[src/rtl/gpr_wb_if.sv]
// gpr_wb_if
//   Bundles the write-back request channels of the three result producers
//   (ALU, MEM, CSR), the issue-stage reservation and read-check ports, and
//   the registered GPR write port.
//   Modports:
//     master - producers / issue stage / GPR side (drives requests, observes
//              readies, hazard and the GPR write port)
//     slave  - the write-back arbiter itself
//   Parameters: DW data width, AW register address width.
interface gpr_wb_if #(
  parameter int DW = 32,
  parameter int AW = 5
);
  logic          alu_valid;
  logic [AW-1:0] alu_rd;
  logic [DW-1:0] alu_data;
  logic          alu_ready;

  logic          mem_valid;
  logic [AW-1:0] mem_rd;
  logic [DW-1:0] mem_data;
  logic          mem_ready;

  logic          csr_valid;
  logic [AW-1:0] csr_rd;
  logic [DW-1:0] csr_data;
  logic          csr_ready;

  logic          rsv_valid;
  logic [AW-1:0] rsv_rd;
  logic [AW-1:0] chk_ra;
  logic [AW-1:0] chk_rb;
  logic          hazard;

  logic          gpr_we;
  logic [AW-1:0] gpr_rd;
  logic [DW-1:0] gpr_di;
  logic [1:0]    gpr_src;

  modport master (
    output alu_valid, alu_rd, alu_data,
    output mem_valid, mem_rd, mem_data,
    output csr_valid, csr_rd, csr_data,
    output rsv_valid, rsv_rd, chk_ra, chk_rb,
    input  alu_ready, mem_ready, csr_ready,
    input  hazard, gpr_we, gpr_rd, gpr_di, gpr_src
  );

  modport slave (
    input  alu_valid, alu_rd, alu_data,
    input  mem_valid, mem_rd, mem_data,
    input  csr_valid, csr_rd, csr_data,
    input  rsv_valid, rsv_rd, chk_ra, chk_rb,
    output alu_ready, mem_ready, csr_ready,
    output hazard, gpr_we, gpr_rd, gpr_di, gpr_src
  );
endinterface

[src/rtl/gpr_wb_arbiter.sv]
// gpr_wb_arbiter
//   Round-robin write-back arbiter for the single GPR write port plus a
//   one-bit-per-register busy scoreboard.
//   Ports:
//     clk   - clock, all state updates on the rising edge
//     rst_n - synchronous active-low reset
//     bus   - gpr_wb_if.slave: producer valid/rd/data in, ready out;
//             rsv_valid/rsv_rd reservation in; chk_ra/chk_rb read check in,
//             hazard out (combinational); gpr_we/gpr_rd/gpr_di/gpr_src out
//             (registered, one cycle after the transfer).
module gpr_wb_arbiter #(
  parameter int DW = 32,
  parameter int AW = 5
) (
  input logic     clk,
  input logic     rst_n,
  gpr_wb_if.slave bus
);

  localparam int NREG = 1 << AW;

  // Priority pointer / grant source encoding (also the gpr_src encoding).
  localparam logic [1:0] SRC_ALU = 2'd0;
  localparam logic [1:0] SRC_MEM = 2'd1;
  localparam logic [1:0] SRC_CSR = 2'd2;

  logic [1:0]    ptr_q, ptr_d;
  logic [NREG-1:0] busy_q, busy_d;
  logic          gpr_we_q;
  logic [AW-1:0] gpr_rd_q;
  logic [DW-1:0] gpr_di_q;
  logic [1:0]    gpr_src_q;

  logic [2:0]    req;
  logic          gnt_any;
  logic [1:0]    gnt_src;
  logic [2:0]    gnt;
  logic [AW-1:0] sel_rd;
  logic [DW-1:0] sel_data;

  assign req = {bus.csr_valid, bus.mem_valid, bus.alu_valid};

  // Cyclic search starting at the pointer; readies depend only on valids,
  // the pointer and reset, never on ready itself.
  always_comb begin
    gnt_any = 1'b0;
    gnt_src = SRC_ALU;
    if (rst_n) begin
      case (ptr_q)
        SRC_MEM: begin
          if (req[1])      begin gnt_any = 1'b1; gnt_src = SRC_MEM; end
          else if (req[2]) begin gnt_any = 1'b1; gnt_src = SRC_CSR; end
          else if (req[0]) begin gnt_any = 1'b1; gnt_src = SRC_ALU; end
        end
        SRC_CSR: begin
          if (req[2])      begin gnt_any = 1'b1; gnt_src = SRC_CSR; end
          else if (req[0]) begin gnt_any = 1'b1; gnt_src = SRC_ALU; end
          else if (req[1]) begin gnt_any = 1'b1; gnt_src = SRC_MEM; end
        end
        default: begin
          if (req[0])      begin gnt_any = 1'b1; gnt_src = SRC_ALU; end
          else if (req[1]) begin gnt_any = 1'b1; gnt_src = SRC_MEM; end
          else if (req[2]) begin gnt_any = 1'b1; gnt_src = SRC_CSR; end
        end
      endcase
    end
  end

  assign gnt = gnt_any ? (3'b001 << gnt_src) : 3'b000;
  assign bus.alu_ready = gnt[0];
  assign bus.mem_ready = gnt[1];
  assign bus.csr_ready = gnt[2];

  // Payload of the granted producer.
  always_comb begin
    case (gnt_src)
      SRC_MEM: begin sel_rd = bus.mem_rd; sel_data = bus.mem_data; end
      SRC_CSR: begin sel_rd = bus.csr_rd; sel_data = bus.csr_data; end
      default: begin sel_rd = bus.alu_rd; sel_data = bus.alu_data; end
    endcase
  end

  // Pointer rotates past the winner; scoreboard clear is applied before set
  // so a same-cycle reservation of the written register wins.
  always_comb begin
    ptr_d = ptr_q;
    if (gnt_any) begin
      ptr_d = (gnt_src == SRC_CSR) ? SRC_ALU : gnt_src + 2'd1;
    end
    busy_d = busy_q;
    if (gnt_any && sel_rd != '0) begin
      busy_d[sel_rd] = 1'b0;
    end
    if (bus.rsv_valid && bus.rsv_rd != '0) begin
      busy_d[bus.rsv_rd] = 1'b1;
    end
    busy_d[0] = 1'b0;
  end

  // Output register: address/data/source hold when nothing transfers;
  // rd=0 transfers load the register but never raise the write enable.
  always_ff @(posedge clk) begin
    if (!rst_n) begin
      ptr_q     <= SRC_ALU;
      busy_q    <= '0;
      gpr_we_q  <= 1'b0;
      gpr_rd_q  <= '0;
      gpr_di_q  <= '0;
      gpr_src_q <= SRC_ALU;
    end else begin
      ptr_q    <= ptr_d;
      busy_q   <= busy_d;
      gpr_we_q <= gnt_any && (sel_rd != '0);
      if (gnt_any) begin
        gpr_rd_q  <= sel_rd;
        gpr_di_q  <= sel_data;
        gpr_src_q <= gnt_src;
      end
    end
  end

  assign bus.gpr_we  = gpr_we_q;
  assign bus.gpr_rd  = gpr_rd_q;
  assign bus.gpr_di  = gpr_di_q;
  assign bus.gpr_src = gpr_src_q;

  // Registered busy only, no bypass of same-cycle writes; forced low in reset.
  assign bus.hazard = rst_n &&
                      ((bus.chk_ra != '0 && busy_q[bus.chk_ra]) ||
                       (bus.chk_rb != '0 && busy_q[bus.chk_rb]));

endmodule

[src/flat_wrapper.sv]
// flat-port wrapper written by rule: the top's interface ports become plain ports
module gpr_wb_arbiter_flat 
#(
  parameter int DW = 32,
  parameter int AW = 5
)
  (clk, rst_n, bus_alu_valid, bus_alu_rd, bus_alu_data, bus_mem_valid, bus_mem_rd, bus_mem_data, bus_csr_valid, bus_csr_rd, bus_csr_data, bus_rsv_valid, bus_rsv_rd, bus_chk_ra, bus_chk_rb, bus_alu_ready, bus_mem_ready, bus_csr_ready, bus_hazard, bus_gpr_we, bus_gpr_rd, bus_gpr_di, bus_gpr_src);
  gpr_wb_if #(.DW(DW), .AW(AW)) bus_i ();
  input logic clk;
  input logic rst_n;
  input wire logic [$bits(bus_i.alu_valid)-1:0] bus_alu_valid;
  input wire logic [$bits(bus_i.alu_rd)-1:0] bus_alu_rd;
  input wire logic [$bits(bus_i.alu_data)-1:0] bus_alu_data;
  input wire logic [$bits(bus_i.mem_valid)-1:0] bus_mem_valid;
  input wire logic [$bits(bus_i.mem_rd)-1:0] bus_mem_rd;
  input wire logic [$bits(bus_i.mem_data)-1:0] bus_mem_data;
  input wire logic [$bits(bus_i.csr_valid)-1:0] bus_csr_valid;
  input wire logic [$bits(bus_i.csr_rd)-1:0] bus_csr_rd;
  input wire logic [$bits(bus_i.csr_data)-1:0] bus_csr_data;
  input wire logic [$bits(bus_i.rsv_valid)-1:0] bus_rsv_valid;
  input wire logic [$bits(bus_i.rsv_rd)-1:0] bus_rsv_rd;
  input wire logic [$bits(bus_i.chk_ra)-1:0] bus_chk_ra;
  input wire logic [$bits(bus_i.chk_rb)-1:0] bus_chk_rb;
  output wire logic [$bits(bus_i.alu_ready)-1:0] bus_alu_ready;
  output wire logic [$bits(bus_i.mem_ready)-1:0] bus_mem_ready;
  output wire logic [$bits(bus_i.csr_ready)-1:0] bus_csr_ready;
  output wire logic [$bits(bus_i.hazard)-1:0] bus_hazard;
  output wire logic [$bits(bus_i.gpr_we)-1:0] bus_gpr_we;
  output wire logic [$bits(bus_i.gpr_rd)-1:0] bus_gpr_rd;
  output wire logic [$bits(bus_i.gpr_di)-1:0] bus_gpr_di;
  output wire logic [$bits(bus_i.gpr_src)-1:0] bus_gpr_src;
  assign bus_i.alu_valid = bus_alu_valid;
  assign bus_i.alu_rd = bus_alu_rd;
  assign bus_i.alu_data = bus_alu_data;
  assign bus_i.mem_valid = bus_mem_valid;
  assign bus_i.mem_rd = bus_mem_rd;
  assign bus_i.mem_data = bus_mem_data;
  assign bus_i.csr_valid = bus_csr_valid;
  assign bus_i.csr_rd = bus_csr_rd;
  assign bus_i.csr_data = bus_csr_data;
  assign bus_i.rsv_valid = bus_rsv_valid;
  assign bus_i.rsv_rd = bus_rsv_rd;
  assign bus_i.chk_ra = bus_chk_ra;
  assign bus_i.chk_rb = bus_chk_rb;
  assign bus_alu_ready = bus_i.alu_ready;
  assign bus_mem_ready = bus_i.mem_ready;
  assign bus_csr_ready = bus_i.csr_ready;
  assign bus_hazard = bus_i.hazard;
  assign bus_gpr_we = bus_i.gpr_we;
  assign bus_gpr_rd = bus_i.gpr_rd;
  assign bus_gpr_di = bus_i.gpr_di;
  assign bus_gpr_src = bus_i.gpr_src;
  gpr_wb_arbiter #(.DW(DW), .AW(AW)) u_core (.clk(clk), .rst_n(rst_n), .bus(bus_i));
endmodule
[config.mk]
export PLATFORM = sky130hd
export DESIGN_NAME = gpr_wb_arbiter_flat
export DESIGN_NICKNAME = d
export VERILOG_FILES = /design/src/rtl/gpr_wb_if.sv /design/src/rtl/gpr_wb_arbiter.sv /design/src/flat_wrapper.sv
export SDC_FILE = /design/constraint.sdc
export NUM_CORES = 1
export LEC_CHECK = 0
export CORE_MARGIN = 10
export CORE_UTILIZATION = 44
export CTS_CLUSTER_DIAMETER = 60
export DETAILED_ROUTE_END_ITERATION = 10
export PLACE_DENSITY = 0.82
export SETUP_SLACK_MARGIN = 0.3
export SYNTH_ARGS = -nofsm -noshare
export SYNTH_HDL_FRONTEND = slang
export SYNTH_SLANG_ARGS = --single-unit
[constraint.sdc]
create_clock -name clk -period 3.3 [get_ports clk]
set_input_delay 0.66 -clock clk [delete_from_list [all_inputs] [get_ports clk]]
set_output_delay 0.66 -clock clk [all_outputs]
set_load 0.02 [all_outputs]
# After elaboration in Yosys (flattened, before gate mapping)
# Cells that the tools add are included.
[word_totals] in_bits=132 output_inout_bits=44 mem_count=0 mem_bits_ro=0 ram_bits=0 latch_bits=0 ff_bits=74 word_cells=67
[op_classes] n_shift=1 div=0 eq_ne=4 addsub=1 bitwise=3 n_mux=33 magnitude_cmp=6 reduce_logical=12 mul=0
[ops] cell="two-way mux 32 bit" n=2
[ops] cell="case mux 32 bit (2 select lines)" n=1
[ops] cell="AND 32 bit" n=1
[ops] cell="NOT 32 bit" n=1
[ops] cell="OR 32 bit" n=1
[ops] cell="< comparator 5 x 6 -> 1 bit (second input constant)" n=4
[ops] cell="nonzero test 5 bit" n=4
[ops] cell="two-way mux 1 bit" n=15
[ops] cell="two-way mux 2 bit" n=7
[ops] cell="binary-select mux 1 bit (select 5 bit)" n=2
[ops] cell="demux 1 bit (select 5 bit)" n=2
[ops] cell=">= comparator 5 x 1 -> 1 bit (second input constant)" n=2
[ops] cell="case mux 5 bit (2 select lines)" n=1
[ops] cell="logical AND 1 bit" n=7
[ops] cell="== test 2 x 1 -> 1 bit (second input constant)" n=2
[ops] cell="== test 2 bit (second input constant)" n=2
[ops] cell="case mux 2 bit (2 select lines)" n=1
[ops] cell="two-way mux 3 bit" n=1
[ops] cell="left shift 1 x 2 -> 3 bit (first input constant)" n=1
[ops] cell="adder 2 x 1 -> 2 bit (second input constant)" n=1
[ops] cell="case mux 1 bit (2 select lines)" n=1
[ops] cell="logical OR 1 bit" n=1

# Depth between registers and ports, before layout
[logic_depth] depth_word=16 mapped_depth=14 mapped_depth_nobuf=12

# Worst setup path after synthesis
# No wires, ideal clock.
[synth_path] kind="flip-flop to output port" start="register u_core.ptr_q[0]" end="output bus_csr_ready" path_buffers=2 path_slack_ps=570 t_arrival_ps=2070 required_time_ps=2640 stages_incl_launch_ff=11 cell_sequence="dfxtp_1 > inv_1 > ha_1 > a21oi_1 > o22ai_1 > and3_1 > inv_1 > ha_1 > buf_4 > clkbuf_1 > and2_1"
[synth_via] elab_chain_len=5
[synth_rtl] item="start, declared" line_no="gpr_wb_arbiter.sv:27" rtl="logic [1:0] ptr_q, ptr_d;"
[synth_rtl] item="start signal, assigned" line_no="gpr_wb_arbiter.sv:111" rtl="ptr_q <= ptr_d;"
[synth_rtl] item="== test 2 bit / == test 2 x 1 -> 1 bit (equally long branches)" line_no="gpr_wb_arbiter.sv:49" rtl="case (ptr_q)"
[synth_rtl] item="case mux 2 bit (2 select lines) *" line_no="gpr_wb_arbiter.sv:49"
[synth_rtl] item="two-way mux 2 bit *" line_no="gpr_wb_arbiter.sv:48" rtl="if (rst_n) begin"
[synth_rtl] item="named net u_core.gnt_src[0]" line_no="gpr_wb_arbiter.sv:36" rtl="logic [1:0] gnt_src;"
[synth_rtl] item="left shift 1 x 2 -> 3 bit *" line_no="gpr_wb_arbiter.sv:69" rtl="assign gnt = gnt_any ? (3'b001 << gnt_src) : 3'b000;"
[synth_rtl] item="two-way mux 3 bit *" line_no="gpr_wb_arbiter.sv:69"
[synth_rtl] item="end, declared" line_no="flat_wrapper.sv:26" rtl="output wire logic [$bits(bus_i.csr_ready)-1:0] bus_csr_ready;"
# Mark *: on every way through the listed nets, which the timed path passes. The rest lies on a longest branch.

# Final worst setup path
[layout_path] start="input bus_csr_valid" end="register u_core.busy_q[17]"
[layout_rtl] item="start, declared" line_no="flat_wrapper.sv:17" rtl="input wire logic [$bits(bus_i.csr_valid)-1:0] bus_csr_valid;"
[layout_rtl] item="two-way mux 2 bit *" line_no="gpr_wb_arbiter.sv:56" rtl="if (req[2]) begin gnt_any = 1'b1; gnt_src = SRC_CSR; end"
[layout_rtl] item="case mux 2 bit (2 select lines) *" line_no="gpr_wb_arbiter.sv:49"
[layout_rtl] item="two-way mux 2 bit *" line_no="gpr_wb_arbiter.sv:48"
[layout_rtl] item="named net u_core.gnt_src[0]" line_no="gpr_wb_arbiter.sv:36"
[layout_rtl] item="== test 2 bit / == test 2 x 1 -> 1 bit (equally long branches)" line_no="gpr_wb_arbiter.sv:76" rtl="case (gnt_src)"
[layout_rtl] item="case mux 5 bit (2 select lines) *" line_no="gpr_wb_arbiter.sv:76"
[layout_rtl] item="< comparator 5 x 6 -> 1 bit (implied by the code) / >= comparator 5 x 1 -> 1 bit (equally long branches)" line_no="gpr_wb_arbiter.sv:92" rtl="busy_d[sel_rd] = 1'b0;"
[layout_rtl] item="logical AND 1 bit (implied by the code)" line_no="gpr_wb_arbiter.sv:92"
[layout_rtl] item="two-way mux 1 bit (implied by the code)" line_no="gpr_wb_arbiter.sv:92"
[layout_rtl] item="demux 1 bit (select 5 bit)"
[layout_rtl] item="NOT 32 bit (no source line)"
[layout_rtl] item="AND 32 bit (no source line)"
[layout_rtl] item="two-way mux 32 bit *" line_no="gpr_wb_arbiter.sv:91" rtl="if (gnt_any && sel_rd != '0) begin"
[layout_rtl] item="OR 32 bit (no source line)"
[layout_rtl] item="two-way mux 32 bit *" line_no="gpr_wb_arbiter.sv:94" rtl="if (bus.rsv_valid && bus.rsv_rd != '0) begin"
[layout_rtl] item="end signal, assigned" line_no="gpr_wb_arbiter.sv:112" rtl="busy_q <= busy_d;"
[layout_rtl] item="end, declared" line_no="gpr_wb_arbiter.sv:28" rtl="logic [NREG-1:0] busy_q, busy_d;"
# Marked as above.
# A chain may end at the register's enable or synchronous reset.

==> impl_metrics.json <==
{
  "worst_pin_slew_ns": 0.7026,
  "antenna_found_initial": 0,
  "yosysTopAreaCell": "dfxtp_1",
  "rr_worst_depth": 14,
  "area_growth_pct": 56.92,
  "cts_tree": "built",
  "status": "finished, final reports clean",
  "drive_above_1_share_pct": 14.15,
  "synth_edf_count": 0,
  "final_nets": 848,
  "drtIter0Drc": 306,
  "worst_clock_skew_ns": 0.01136,
  "stdcell_area_um2": 6713,
  "start_util_pct": 45.65,
  "grt_pass1_vias": 4896,
  "cp_max_fo": 8,
  "grtUsageTotal_pct": 22.72,
  "post-dp-hpwl_um": 13240,
  "yosys.area.top_type_share_pct": 34.16,
  "crit_cells": 14,
  "placedCellCount": 818,
  "p_leak_nw": 2.453,
  "detail_route.first_pass.iterations": 5,
  "vias_per_cell": 5.650,
  "hp-class": "reg2reg",
  "clkLatencyLatePin_ns": 0.34,
  "final-setup-viol-count": 0,
  "whs_path_depth": 2,
  "avgSynthCellArea_um2": 8.195,
  "crit_type": "in2reg",
  "fp.dieW_um": 118.6,
  "p_per_area_nw_per_um2": 542.4,
  "synth-seq-cells": 73,
  "cts.sinks": 73,
  "synth_nets": 661,
  "drc_errors": 0,
  "ys_top_cells_by_area": "dfxtp_1, a22oi_1, a211oi_1, nor2b_1, a21oi_1",
  "numCtsBuffers": 9,
  "gp_congestion": 0.9364,
  "cp.arrival_ns": 3.15,
  "grt_pass1_wl_um": 26320,
  "post_drt_wl_per_cell_um": 20.24,
  "async_reset_ff_share_pct": 0,
  "slowest_delay_ns": 0.47,
  "clk_path_buf_depth": 2,
  "synthDistinctLibCells": 50,
  "die_h_um": 118.6,
  "power.total_mw": 3.641,
  "via_count": 4763,
  "syn_area_um2": 4278,
  "gr-total-overflow": 0,
  "grt_max_degree": 71,
  "cap_violations": 0,
  "peakVddDrop_v": 0.0002886,
  "cts.reportedPaths.clkPinSlew_ns": 0.08,
  "routed_wl_um": 17060,
  "yosys_warnings": 0,
  "critPathBufInv": 5,
  "h-tree-depth": 3,
  "synth-main-ff-cell": "dfxtp_1",
  "finalNonFillerCells": 843,
  "critPathCaptureType": "register",
  "mostFrequentLayoutCell": "clkdlybuf4s50_1",
  "cts_root_buffer": "clkbuf_8",
  "hold_viol_final": 0,
  "crit_family": "buffers and inverters",
  "seq_area_frac_synth_pct": 34.16,
  "startpoint_type": "primary input",
  "coreArea_um2": 9371,
  "final_cell_mix": "clkdlybuf4s50_1, dfxtp_1, nand2_1",
  "io_pins": 176,
  "crit_chain": "clkdlybuf4s50_1 > inv_1 > a21oi_1 > o22ai_1 > and3_2 > inv_1 > ha_1 > buf_4 > a22o_1 > mux2i_1 > buf_4 > or3_4 > o21ai_0 > a21boi_0",
  "dieArea_um2": 14070,
  "relSlewSlack_pct": 52.99,
  "cp_slowest_cell": "clkdlybuf4s50_1",
  "io_buffers": 175,
  "num_rows": 35,
  "ctsHoldBuffers": 0,
  "final_max_slew_viol_count": 0,
  "postSynthCellCount": 522,
  "rsz0062_at_grt": "yes",
  "period_needed_ns": 2.932,
  "fmax_mhz": 341.0,
  "placed_cell_area_um2": 6300,
  "finalCritPeriodShare_pct": 88.85,
  "ant_nets": 0,
  "required_ns": 3.52,
  "antenna_cells": 0
}
-- sequential cells by signal (all words and copies together), names as in the netlist --
name                cells
u_core.bus.gpr_rd       5
u_core.ptr_q            2
u_core.bus.gpr_we       1
u_core.bus.gpr_src      2
u_core.bus.gpr_di      32
u_core.busy_q          31
-- final timing paths --
check	startpoint	end	slack (ns)
hold reg to reg	u_core.bus.gpr_rd[4]$_SDFFE_PN0P_	u_core.bus.gpr_rd[4]$_SDFFE_PN0P_	0.49
hold / removal	u_core.bus.gpr_rd[4]$_SDFFE_PN0P_	u_core.bus.gpr_rd[4]$_SDFFE_PN0P_	0.49
setup reg to reg	u_core.ptr_q[0]$_SDFFE_PN0P_	u_core.busy_q[1]$_SDFF_PN0_	0.43
setup / recovery	bus_csr_valid	u_core.busy_q[17]$_SDFF_PN0_	0.37
-- kinds of logic after synthesis --
kind of cell,after synthesis,share of synthesized area [%]
AO/OA/AOI/OAI,200,31.35
buffers and inverters,52,5.440
multiplexers,25,7.926
flip-flops,73,34.16
adder cells (fa/ha/maj),7,2.047
AND/OR/NAND/NOR,165,19.07
-- per-layer routing --
| metal | vias to the layer above | track usage (%) | routed length (um) |
|---|---|---|---|
| met3 | 27 | 9.805 | 1773 |
| li1 | 2284 | - | - |
| met2 | 213 | 40.35 | 8623 |
| met1 | 2239 | 23.68 | 6331 |
| met5 | - | 0 | 0 |
| met4 | 0 | 6.870 | 331 |
-- per-stage QoR --
step	setup TNS, ns	hold WS (ns)	setup slack (ns)	utilization [%]
2_1_floorplan	0	0.4506	0.5698	-
3_3_place_gp	-0.4850	0.4521	-0.3168	67.22
3_5_place_dp	-0.9467	0.4671	-0.3436	67.22
4_1_cts	0	0.4896	0.2625	70.04
5_1_grt	0	0.5148	0.2374	71.63
6_report	0	0.4862	0.3679	71.63
-- synthesized netlist by cell type, drive strengths merged (3+ instances only) --
master,n
a211oi,33
a21boi,31
a21o,4
a21oi,39
a22oi,40
and2,3
and3,3
and3b,3
buf,24
clkbuf,19
dfxtp,73
ha,7
inv,9
mux2i,17
mux4,6
nand2,39
nand3,25
nor2,40
nor2b,38
nor3b,4
o21ai,37
or3,3
-- worst min-delay path: stages (launching register included) --
cell and delay [ns]:
dfxtp_1 0.31, nand3_1 0.06, o21ai_0 0.07
-- where the power goes --
part / switching [mW] / internal (mW)
Combinational: 0.950 / 0.786
Sequential: 0.0765 / 1.02
Clock: 0.345 / 0.468
Total: 1.37 / 2.27
-- final cells by class --
| cell class | count | area, um2 |
|---|---|---|
| clock buffers | 12 | 155.1 |
| clock inverters | 4 | 75.07 |
| fillers | 785 | 2659 |
| inverters | 9 | 33.78 |
| multi-input cells | 397 | 2715 |
| flip-flops and latches | 73 | 1461 |
| well taps | 129 | 161.4 |
| repair buffers | 219 | 2111 |
-- timing repair --
action                     CTS  global route
setup buffers                2             6
setup endpoints to repair   19            36
pin swaps                    3            11
gates resized for setup     21            46
gates cloned                 0             1
Power figures use the tool's default switching activity.
